==> src/rtl/mem_wb_pipe_reg.sv <==
// MEM->WB pipeline register with valid/ready handshake, synchronous flush and
// an optional two-entry skid buffer enabled by the MEM_WB_PIPE_SKID_EN macro.
module mem_wb_pipe_reg #(
  parameter int DATA_W = 32,
  parameter int DEST_W = 5
) (
  input  logic              clk,
  input  logic              rst,
  input  logic              flush,
  input  logic              in_valid,
  output logic              in_ready,
  input  logic              in_wb_en,
  input  logic              in_mem_r_en,
  input  logic [DATA_W-1:0] in_alu_res,
  input  logic [DATA_W-1:0] in_mem_data,
  input  logic [DEST_W-1:0] in_dest,
  output logic              out_valid,
  input  logic              out_ready,
  output logic              out_wb_en,
  output logic              out_mem_r_en,
  output logic [DATA_W-1:0] out_alu_res,
  output logic [DATA_W-1:0] out_mem_data,
  output logic [DEST_W-1:0] out_dest,
  output logic [DATA_W-1:0] out_wb_value,
  output logic [1:0]        occupancy
);

  // Handshake: an entry moves on a cycle where valid && ready are both high at
  // the clock edge; valid never depends on ready, and a held entry stays stable
  // until it is consumed.
  typedef struct packed {
    logic              wb_en;
    logic              mem_r_en;
    logic [DATA_W-1:0] alu_res;
    logic [DATA_W-1:0] mem_data;
    logic [DEST_W-1:0] dest;
  } entry_t;

  typedef enum logic [1:0] {
    S_EMPTY = 2'd0,
    S_ONE   = 2'd1,
    S_FULL  = 2'd2
  } state_t;

  state_t state_q, state_d;
  entry_t in_entry, main_q;
  logic   accept, consume, load_main;

  assign in_entry = '{wb_en: in_wb_en, mem_r_en: in_mem_r_en, alu_res: in_alu_res,
                      mem_data: in_mem_data, dest: in_dest};
  assign out_valid = (state_q != S_EMPTY);
  assign accept    = in_valid && in_ready;
  assign consume   = out_valid && out_ready;

`ifdef MEM_WB_PIPE_SKID_EN
  entry_t skid_q;
  logic   load_skid, main_from_skid;

  // Ready comes straight from state, so out_ready never reaches in_ready.
  assign in_ready  = (state_q != S_FULL);
  assign occupancy = state_q;

  always_comb begin
    state_d        = state_q;
    load_main      = 1'b0;
    load_skid      = 1'b0;
    main_from_skid = 1'b0;
    if (flush) begin
      state_d = S_EMPTY;
    end else begin
      case (state_q)
        S_EMPTY: if (accept) begin
          state_d   = S_ONE;
          load_main = 1'b1;
        end
        S_ONE: begin
          if (accept && consume) begin
            load_main = 1'b1;
          end else if (accept) begin
            state_d   = S_FULL;
            load_skid = 1'b1;
          end else if (consume) begin
            state_d = S_EMPTY;
          end
        end
        S_FULL: if (consume) begin
          state_d        = S_ONE;
          load_main      = 1'b1;
          main_from_skid = 1'b1;
        end
        default: state_d = S_EMPTY;
      endcase
    end
  end

  always_ff @(posedge clk or posedge rst) begin
    if (rst) begin
      skid_q <= '0;
    end else if (load_skid) begin
      skid_q <= in_entry;
    end
  end

  always_ff @(posedge clk or posedge rst) begin
    if (rst) begin
      main_q <= '0;
    end else if (load_main) begin
      main_q <= main_from_skid ? skid_q : in_entry;
    end
  end
`else
  assign in_ready  = (state_q == S_EMPTY) || out_ready;
  assign occupancy = {1'b0, state_q == S_ONE};

  always_comb begin
    state_d   = state_q;
    load_main = 1'b0;
    if (flush) begin
      state_d = S_EMPTY;
    end else if (accept) begin
      state_d   = S_ONE;
      load_main = 1'b1;
    end else if (consume) begin
      state_d = S_EMPTY;
    end
  end

  always_ff @(posedge clk or posedge rst) begin
    if (rst) begin
      main_q <= '0;
    end else if (load_main) begin
      main_q <= in_entry;
    end
  end
`endif

  always_ff @(posedge clk or posedge rst) begin
    if (rst) begin
      state_q <= S_EMPTY;
    end else begin
      state_q <= state_d;
    end
  end

  // Controls are masked when empty; payload keeps its last loaded value.
  assign out_wb_en    = out_valid && main_q.wb_en;
  assign out_mem_r_en = out_valid && main_q.mem_r_en;
  assign out_alu_res  = main_q.alu_res;
  assign out_mem_data = main_q.mem_data;
  assign out_dest     = main_q.dest;
  assign out_wb_value = out_mem_r_en ? main_q.mem_data : main_q.alu_res;

endmodule

==> config.mk <==
export PLATFORM = sky130hd
export DESIGN_NAME = mem_wb_pipe_reg
export DESIGN_NICKNAME = d
export VERILOG_FILES = /design/src/rtl/mem_wb_pipe_reg.sv
export SDC_FILE = /design/constraint.sdc
export NUM_CORES = 1
export LEC_CHECK = 0
export BUFFER_PORTS_ARGS = -buffer_cell sky130_fd_sc_hd__buf_4
export CAP_MARGIN = 10
export CORE_MARGIN = 1
export CORE_UTILIZATION = 35
export CTS_CLUSTER_DIAMETER = 60
export DETAILED_ROUTE_END_ITERATION = 10
export GPL_ROUTABILITY_DRIVEN = 0
export GPL_TIMING_DRIVEN = 0
export SETUP_SLACK_MARGIN = 0.5
export SLEW_MARGIN = 10
export SYNTH_ARGS = -nofsm -noshare
export SYNTH_HDL_FRONTEND = slang
export SYNTH_SLANG_ARGS = --single-unit
==> constraint.sdc <==
create_clock -name clk -period 2.2 [get_ports clk]
set_input_delay 0.11 -clock clk [delete_from_list [all_inputs] [get_ports clk]]
set_output_delay 0.11 -clock clk [all_outputs]
set_load 0.03 [all_outputs]
==> impl_metrics.yaml, run 1 <==
synthesis:
  ys_seq_area_share_pct: 45.2
  synthMuxAreaShare_pct: 35.7
  synth.ff_latch_count: 72
  syn-instance-count: 267
  yosysTopAreaCell: "dfrtp_1"
  syn_nets: 343
  synth_cell_types: 14
  synthSimpleGateAreaFrac_pct: 1.10
  synth-warning-count: 0
  avgSynthCellArea_sq_um: 14.9
  synth_top_family_by_area: "multiplexers"
  synth_compound_area_share_pct: 0
  netlist_area_sq_um: 3980
  synthTopCellsByArea: "dfrtp_1 45%, mux2_4 26%, buf_4 13%"
  synth_top_area_share_pct: 45.2
  synthAdderAreaFrac_pct: 0
  synth_xor_area_share_pct: 0
grt:
  grt_first_pass_wirelength_um: 13100
  grt_use_total_pct: 14.7
  grt_pass1_vias: 2626
  grt-ovfl-total: 0
  antenna_found_initial: 0
  grt_start_max_net_pins: 33
clock_tree:
  clock_latency_ps: 320
  cts_buffer_depth: 2
  cts_tree: "done"
  cts_sinks: 72
  cts_made_buffers: 9
  cts-htree-levels: 3
  path_clk_slew_ps: 60
  root_buffer: "clkbuf_16"
timing:
  max_freq_ghz: 0.590
  rsz0062_at_grt: "true"
  hold_violations: 0
  skew_ps: 7.59
  fin_ws_ps: 506
  final.setup.tns_ps: 0
  period_minus_slack_ps: 1690
  setup_viol: 0
  fin_crit_sh_pct: 77.0
  whs_ps: 12.6
  final_max_slew_viol_count: 0
detailed_routing:
  highest_layer: "met4"
  wl_met2_um: 4280
  met1_length_um: 3900
  first_pass_iters: 4
  drt_iter0_drc: 42
  dr_wl_met3_um: 544
  viasPerCell: 4.25
  ant_nets: 0
  vias: 2603
  post_drt_wl_per_cell_um: 14.4
  drt-total-wl_um: 8810
  drc: 0
critical_path:
  crit_slowest_cell: "dfrtp_2"
  max_stage_delay_ps: 460
  worstPathMaxFanout: 10
  end_kind: "output pin"
  start_kind: "flop"
  crit_family: "flip-flops"
  critPathArrivalTime_ps: 1580
  required_ps: 2090
  worst-path-buf-inv: 2
  crit_chain: "nand2_8, buf_12, mux2_2, buf_4"
  crit_type: "reg2out"
die:
  die_h_um: 109
  placementRows: 38
  core_area_sq_um: 11000
  start_util_pct: 36.3
  dieWidth_um: 109
  die_area_sq_um: 11800
  io_pins: 183
final_layout:
  antennaDiodeCount: 0
  multiInputGateArea_sq_um: 1490
  nets: 544
  fin_area_sq_um: 6030
  seqCellArea_sq_um: 1800
  area_delta_synth_final_pct: 51.5
  layout-drive-gt1-share_pct: 82.7
  stdcell_count: 613
  nFillCells: 941
placement:
  dp_slack_ps: 386
  detailed_place_hpwl_um: 6270
  placed_cells: 590
  port_buffers: 181
  place_area_sq_um: 5560
min_path:
  hold_class: "in2reg"
power_and_ir_drop:
  power_density_nw_per_um2: 929
  p_leak_nw: 3.06
  peakVddDrop_v: 0.000402
run_status:
  status: "completed"
run:
  max_cap_violations: 0
[area by class of cell]
class	instances	area share, %
clock inverter	5	0.933
inverter	3	0.249
tap	140	2.90
buffer	82	12.3
clock buffer	11	4.02
multi-input combinational	110	24.6
timing repair buffer	190	25.1
sequential	72	29.9
[registers in the layout, summed over array words and instances, names as in the netlist]
| signal | flops |
|---|---|
| out_alu_res | 32 |
| out_mem_data | 32 |
| out_dest | 5 |
| main_q | 2 |
| state_q | 1 |
[repair_timing]
action,CTS,global route
hold buffers,2,2
setup buffers,2,0
resized for setup,13,12
endpoints found under the hold margin,14,2
cloned,0,1
endpoints found under the setup margin,33,32
pin swaps,1,1
[cell families (layout without fill, tap and decap cells)]
group,Yosys count,in the layout
buf+inv,85,291
flops,72,72
mux,103,103
other cells,1,1
simple gates,6,6
[final timing paths]
kind / to / depth (start not counted) / start / slack (ps)
hold reg to reg: main_q[70] / 1 / main_q[70] / 510
setup reg to reg: out_mem_data[2] / 5 / state_q[0] / 580
hold / removal: state_q[0] / 3 / in_valid / 10
max in group asynchronous: state_q[0] / 4 / rst / 1380
min in group asynchronous: out_alu_res[7] / 3 / rst / 340
setup / recovery: out_wb_value[17] / 4 / state_q[0] / 510
[layout by cell type, fill, tap and decap left out]
master	n
buf_8	1
inv_1	2
dlygate4sd3_1	4
bufinv_16	1
and2_1	1
mux2_2	33
buf_6	11
conb_1	1
buf_12	11
buf_4	244
dfrtp_1	71
clkbuf_16	10
nor2b_4	1
nand2_8	1
mux2_4	70
clkinvlp_4	2
clkbuf_1	1
clkinv_2	2
clkinv_4	1
clkbuf_8	1
nor2_1	2
nor3b_2	1
dfrtp_2	1
[synth_stat cells]
| cell type | number |
|---|---|
| nor2b_4 | 1 |
| nor3b_2 | 1 |
| buf_6 | 1 |
| buf_4 | 71 |
| nor2_1 | 2 |
| buf_2 | 3 |
| inv_1 | 3 |
| and2_1 | 1 |
| nand2_1 | 1 |
| buf_12 | 7 |
| dfrtp_1 | 72 |
| mux2_4 | 70 |
| mux2_2 | 33 |
| conb_1 | 1 |
[worst min-delay path: stages]
cell	delay [ps]
buf_4	80
nor2_1	30
nor2_1	70
[power by group]
group	switching, W	internal (W)	total [W]
sequential	0.000182	0.00155	0.00173
clock	0.000552	0.000907	0.00146
combinational	0.00114	0.00127	0.00241
total	0.00188	0.00373	0.00561
[per-stage QoR]
stage	util, %	total power [W]
2_1_floorplan	-	0.00334
3_3_place_gp	50.3	0.00409
3_5_place_dp	50.6	0.00411
4_1_cts	54.1	0.00562
5_1_grt	54.9	0.00587
6_report	54.9	0.00561
[per-layer routing]
metal | global-route usage [%] | vias to the layer above
met4 | 5.21 | 0
met3 | 3.71 | 9
li1 | - | 1237
met5 | 0 | -
met1 | 19.5 | 1252
met2 | 23.3 | 105
No activity file was read; power rests on OpenSTA's default activity.
==> inputs of run 2 (changes only) <==
--- a/config.mk
+++ b/config.mk
@@ -13,6 +13,7 @@
 export DETAILED_ROUTE_END_ITERATION = 10
 export GPL_ROUTABILITY_DRIVEN = 0
 export GPL_TIMING_DRIVEN = 0
+export PLACE_DENSITY = 0.65
 export SETUP_SLACK_MARGIN = 0.5
 export SLEW_MARGIN = 10
 export SYNTH_ARGS = -nofsm -noshare
==> constraint.sdc (replaced) <==
create_clock -name clk -period 1.5 [get_ports clk]
set_input_delay 0.075 -clock clk [delete_from_list [all_inputs] [get_ports clk]]
set_output_delay 0.075 -clock clk [all_outputs]
set_load 0.03 [all_outputs]
==> impl_metrics.yaml, run 2 (synthesis gave the netlist of run 1 again) <==
final_layout:
  final_cell_mix: "183 x buf_6, 108 x buf_4, 97 x mux2_4"
  layout-drive-gt1-share_pct: 74.6
  postLayoutCoreUtil_pct: 71.9
  fin_area_sq_um: 7900
  area_delta_synth_final_pct: 98.3
  nets: 656
  layout.cells.most_common: "buf_6"
  antennaDiodeCount: 0
critical_path:
  r2r_setup_slack_ps: -140
  reg2reg_to: "out_alu_res[27]"
  start_kind: "flop"
  r2r_cells: 6
  required_ps: 1420
  r2r-start: "state_q[0]"
  worstPathMaxFanout: 10
  critPathArrivalTime_ps: 1570
  crit_chain: "nand2_8, buf_12, mux2_2, buf_6"
  crit_slowest_cell: "dfrtp_2"
  end_kind: "output pin"
  max_stage_delay_ps: 450
  crit_type: "reg2out"
detailed_routing:
  drt-total-wl_um: 11900
  post_drt_wl_per_cell_um: 16.5
  vias: 3104
  drt_iter0_drc: 53
  drc: 0
  first_pass_iters: 4
  ant_nets: 0
  viasPerCell: 4.29
min_path:
  hold_class: "in2reg"
  hp-start: "out_ready"
  whs_path_depth: 6
  min_to: "state_q[0]"
timing:
  fin_ws_ps: -148
  setup_viol: 103
  max_freq_ghz: 0.607
  hold_violations: 0
  period_minus_slack_ps: 1650
  fin_crit_sh_pct: 110
  skew_ps: 8.18
  rsz0062_at_grt: "true"
  whs_ps: 287
  final_max_slew_viol_count: 0
run_status:
  failed_checks: "negative setup slack"
  status: "finished with violations"
grt:
  antenna_found_initial: 0
  grt-ovfl-total: 0
  grt_start_max_net_pins: 38
  grt_first_pass_wirelength_um: 18000
  grt_pass1_vias: 3501
  grt_use_total_pct: 20.2
clock_tree:
  path_clk_slew_ps: 60
  cts_sinks: 72
  cts_made_buffers: 9
  cts_buffer_depth: 2
  root_buffer: "clkbuf_16"
  clock_latency_ps: 320
  cts-htree-levels: 3
  cts_tree: "done"
die:
  core_area_sq_um: 11000
  start_util_pct: 36.3
  placementRows: 38
  die_h_um: 109
  die_area_sq_um: 11800
  dieWidth_um: 109
  io_pins: 183
power_and_ir_drop:
  p_leak_nw: 3.94
  p_sw_share_pct: 32.4
  seq_power_share_pct: 28.0
  combPwrFrac_pct: 50.1
  peakVddDrop_v: 0.000847
  switchingPower_w: 0.00304
  clkPwrFrac_pct: 21.8
  power_density_nw_per_um2: 1190
  p_int_w: 0.00634
placement:
  place_area_sq_um: 5570
  detailed_place_hpwl_um: 6530
  port_buffers: 181
run:
  max_cap_violations: 0
-- run 2: worst max path at each step --
stage                       end       start  depth (start not counted)
2_1_floorplan        main_q[69]  state_q[0]                          5
3_3_place_gp    out_wb_value[5]  state_q[0]                          4
3_5_place_dp   out_wb_value[28]  state_q[0]                          4
4_1_cts        out_wb_value[28]  state_q[0]                          4
5_1_grt         out_alu_res[27]  state_q[0]                          6
6_report       out_wb_value[29]  state_q[0]                          4
-- run 2: final cells by class --
class                   count  area, sq um
flip-flops and latches     72         1800
inverters                   3         15.0
well taps                 140          175
clock buffers              14          284
plain buffers              82          998
multi-input cells         110         1600
repair buffers            302         3020
fillers                   685         3090
-- run 2: power by group through the flow --
stage,Clock (W),Combinational (W),Sequential [W]
2_1_floorplan,0,0.00242,0.00249
3_3_place_gp,0,0.00344,0.00255
3_5_place_dp,0,0.00348,0.00257
4_1_cts,0.00209,0.00454,0.00260
5_1_grt,0.00219,0.00490,0.00268
6_report,0.00205,0.00470,0.00263
-- run 2: critical path, delay by kind of cell, from the launching register on --
| family | cells | cell delay (ps) |
|---|---|---|
| buffers and inverters | 2 | 300 |
| and+or+nand+nor | 1 | 140 |
| DFF | 1 | 450 |
| muxes | 1 | 350 |
-- run 2: metrics by stage --
step	power, W	std cells	setup WS [ps]	setup TNS, ps
after floorplan	0.00491	267	-62.6	-4380
after global placement	0.00599	588	-139	-8670
after detailed placement	0.00605	590	-120	-8170
after CTS	0.00923	712	-152	-12080
after global routing	0.00977	723	-205	-17250
final	0.00938	723	-148	-11040
-- run 2: metal layers --
metal / vias up / wire (um) / global-route usage (%) / part of all wire, %
li1: 1462 / - / - / -
met2: 113 / 6470 / 38.4 / 54
met4: 0 / 140 / 5.41 / 1.2
met3: 11 / 593 / 4.36 / 5.0
met5: - / 0 / 0 / 0
met1: 1518 / 4720 / 22.4 / 40
-- run 2: repair_timing --
action	CTS	global route
hold buffers	74	0
pin swaps	1	2
gates cloned	3	2
endpoints found under the hold margin	107	0
setup buffers	31	9
endpoints found under the setup margin	177	177
resized for setup	205	23
==> inputs of run 3 (changes only) <==
--- a/config.mk
+++ b/config.mk
@@ -8,12 +8,12 @@
 export BUFFER_PORTS_ARGS = -buffer_cell sky130_fd_sc_hd__buf_4
 export CAP_MARGIN = 10
 export CORE_MARGIN = 1
-export CORE_UTILIZATION = 35
+export CORE_UTILIZATION = 43
 export CTS_CLUSTER_DIAMETER = 60
 export DETAILED_ROUTE_END_ITERATION = 10
 export GPL_ROUTABILITY_DRIVEN = 0
 export GPL_TIMING_DRIVEN = 0
-export PLACE_DENSITY = 0.65
+export PLACE_DENSITY = 0.77
 export SETUP_SLACK_MARGIN = 0.5
 export SLEW_MARGIN = 10
 export SYNTH_ARGS = -nofsm -noshare
==> impl_metrics.yaml, run 3 (synthesis gave the netlist of run 1 again) <==
power_and_ir_drop:
  peakVddDrop_v: 0.000635
  p_leak_nw: 3.90
  power_w: 0.00873
  power_density_nw_per_um2: 1130
clock_tree:
  path_clk_slew_ps: 80
  cts_tree: "done"
  cts_buffer_depth: 2
  ctsHoldBuffers: 71
  clock_latency_ps: 330
  cts_made_buffers: 9
  cts_sinks: 72
  cts-htree-levels: 3
  root_buffer: "clkbuf_8"
final_layout:
  antennaDiodeCount: 0
  multiInputGateArea_sq_um: 1610
  seqCellArea_sq_um: 1800
  postLayoutCoreUtil_pct: 87.3
  final_cell_mix: "181 x buf_6, 106 x buf_4, 103 x mux2_4"
  layout-drive-gt1-share_pct: 74.5
  area_delta_synth_final_pct: 94.0
  nFillCells: 358
  nets: 651
  layout.cells.most_common: "buf_6"
detailed_routing:
  viasPerCell: 4.67
  drc: 11
  drt_iter0_drc: 82
  vias: 3212
  ant_nets: 0
  post_drt_wl_per_cell_um: 19.4
  first_pass_iters: 11
  drt-total-wl_um: 13300
grt:
  grt-ovfl-total: 0
  grt_start_max_net_pins: 38
  grt_pass1_vias: 3559
  grt_use_total_pct: 25.5
  antenna_found_initial: 0
  grt_first_pass_wirelength_um: 18900
die:
  core_area_sq_um: 8850
  placementRows: 34
  start_util_pct: 45.0
  io_pins: 183
  dieWidth_um: 98.2
  die_area_sq_um: 9650
  die_h_um: 98.2
critical_path:
  crit_slowest_cell: "dfrtp_2"
  startpoint: "state_q[0]"
  max_stage_delay_ps: 440
  start_kind: "flop"
  crit_type: "reg2reg"
  crit_chain: "nor2b_4, nor3b_2, buf_6, buf_6, buf_12, buf_12, mux2_4"
  r2r_cells: 7
  r2r_setup_slack_ps: -180
  cp-endpoint: "out_mem_data[2]"
  worstPathMaxFanout: 5
  reg2reg_to: "out_mem_data[2]"
  required_ps: 1710
  critPathArrivalTime_ps: 1890
  r2r-start: "state_q[0]"
  end_kind: "flop"
timing:
  setup_viol: 102
  rsz0062_at_grt: "true"
  max_freq_ghz: 0.594
  period_minus_slack_ps: 1680
  hold_violations: 36
  fin_crit_sh_pct: 112
  fin_ws_ps: -184
  worst_pin_slew_ps: 800
  whs_ps: -109
  final_max_slew_viol_count: 0
  skew_ps: 13.2
  relSlewSlack_pct: 46.5
run_status:
  failed_checks: "design-rule violations, negative hold slack, negative setup slack"
  status: "finished with violations"
run:
  max_cap_violations: 0
min_path:
  hold_class: "in2async"
placement:
  detailed_place_hpwl_um: 6340
  port_buffers: 181
[run 3: cell types whose count changed in the layout (fill, tap and decap cells not counted), moves of 2 or more]
cell           delta
buf_4             -2
buf_6             -2
clkbuf_1          +2
clkbuf_16         -7
clkbuf_8          +5
clkinv_2          +3
dlygate4sd3_1     -3
mux2_2            -6
mux2_4            +6
[run 3: cell type report]
cell class / count / share of cell area, %
Clock buffer: 12 / 1.75
Timing Repair Buffer: 297 / 38.8
Inverter: 3 / 0.194
Clock inverter: 4 / 0.292
Tap cell: 108 / 1.75
Buffer: 82 / 13.0
Sequential cell: 72 / 23.3
Multi-Input combinational cell: 110 / 20.9
[run 3: power by group]
| group | leakage [nW] | internal, W | switching [W] |
|---|---|---|---|
| sequential | 0.846 | 0.00227 | 0.000385 |
| combinational | 2.97 | 0.00278 | 0.00199 |
| clock | 0.0801 | 0.000595 | 0.000711 |
| total | 3.90 | 0.00564 | 0.00308 |
[run 3: repair_timing]
| action | CTS | global route |
|---|---|---|
| cloned | 3 | 4 |
| pin swaps | 1 | 1 |
| buffers inserted | 28 | 9 |
| endpoints found under the setup margin | 177 | 177 |
| endpoints found under the hold margin | 107 | 36 |
| resized for setup | 188 | 45 |
[run 3: metal layers]
metal / global-route usage [%] / wire [um] / vias up
met3: 4.37 / 726 / 37
met5: 0 / 0 / -
met4: 8.04 / 377 / 0
li1: - / - / 1450
met2: 48.0 / 7260 / 147
met1: 29.3 / 4960 / 1578
[run 3: critical path, delay by kind of cell, from the launching register on]
family | cells | cell delay (ps)
buffers and inverters | 4 | 490
DFF | 1 | 440
muxes | 1 | 310
and+or+nand+nor | 2 | 320
[run 3: worst min path at each step]
stage,start,endpoint,slack [ps],cells past startpoint
floorplan,flush,state_q[0],140,1
global placement,flush,state_q[0],240,2
detailed placement,flush,state_q[0],240,2
CTS,flush,state_q[0],-130,2
global route,flush,state_q[0],-120,2
finish,rst,out_mem_data[28],-110,2
[run 3: stage by stage]
stage / TNS [ps] / setup slack (ps) / instance area [sq um] / cells
2_1_floorplan: -4380 / -62.6 / 4000 / 267
3_3_place_gp: -7260 / -107 / 5490 / 556
3_5_place_dp: -7500 / -99.1 / 5510 / 557
4_1_cts: -12520 / -162 / 7390 / 675
5_1_grt: -17760 / -231 / 7720 / 688
6_report: -12480 / -184 / 7720 / 688
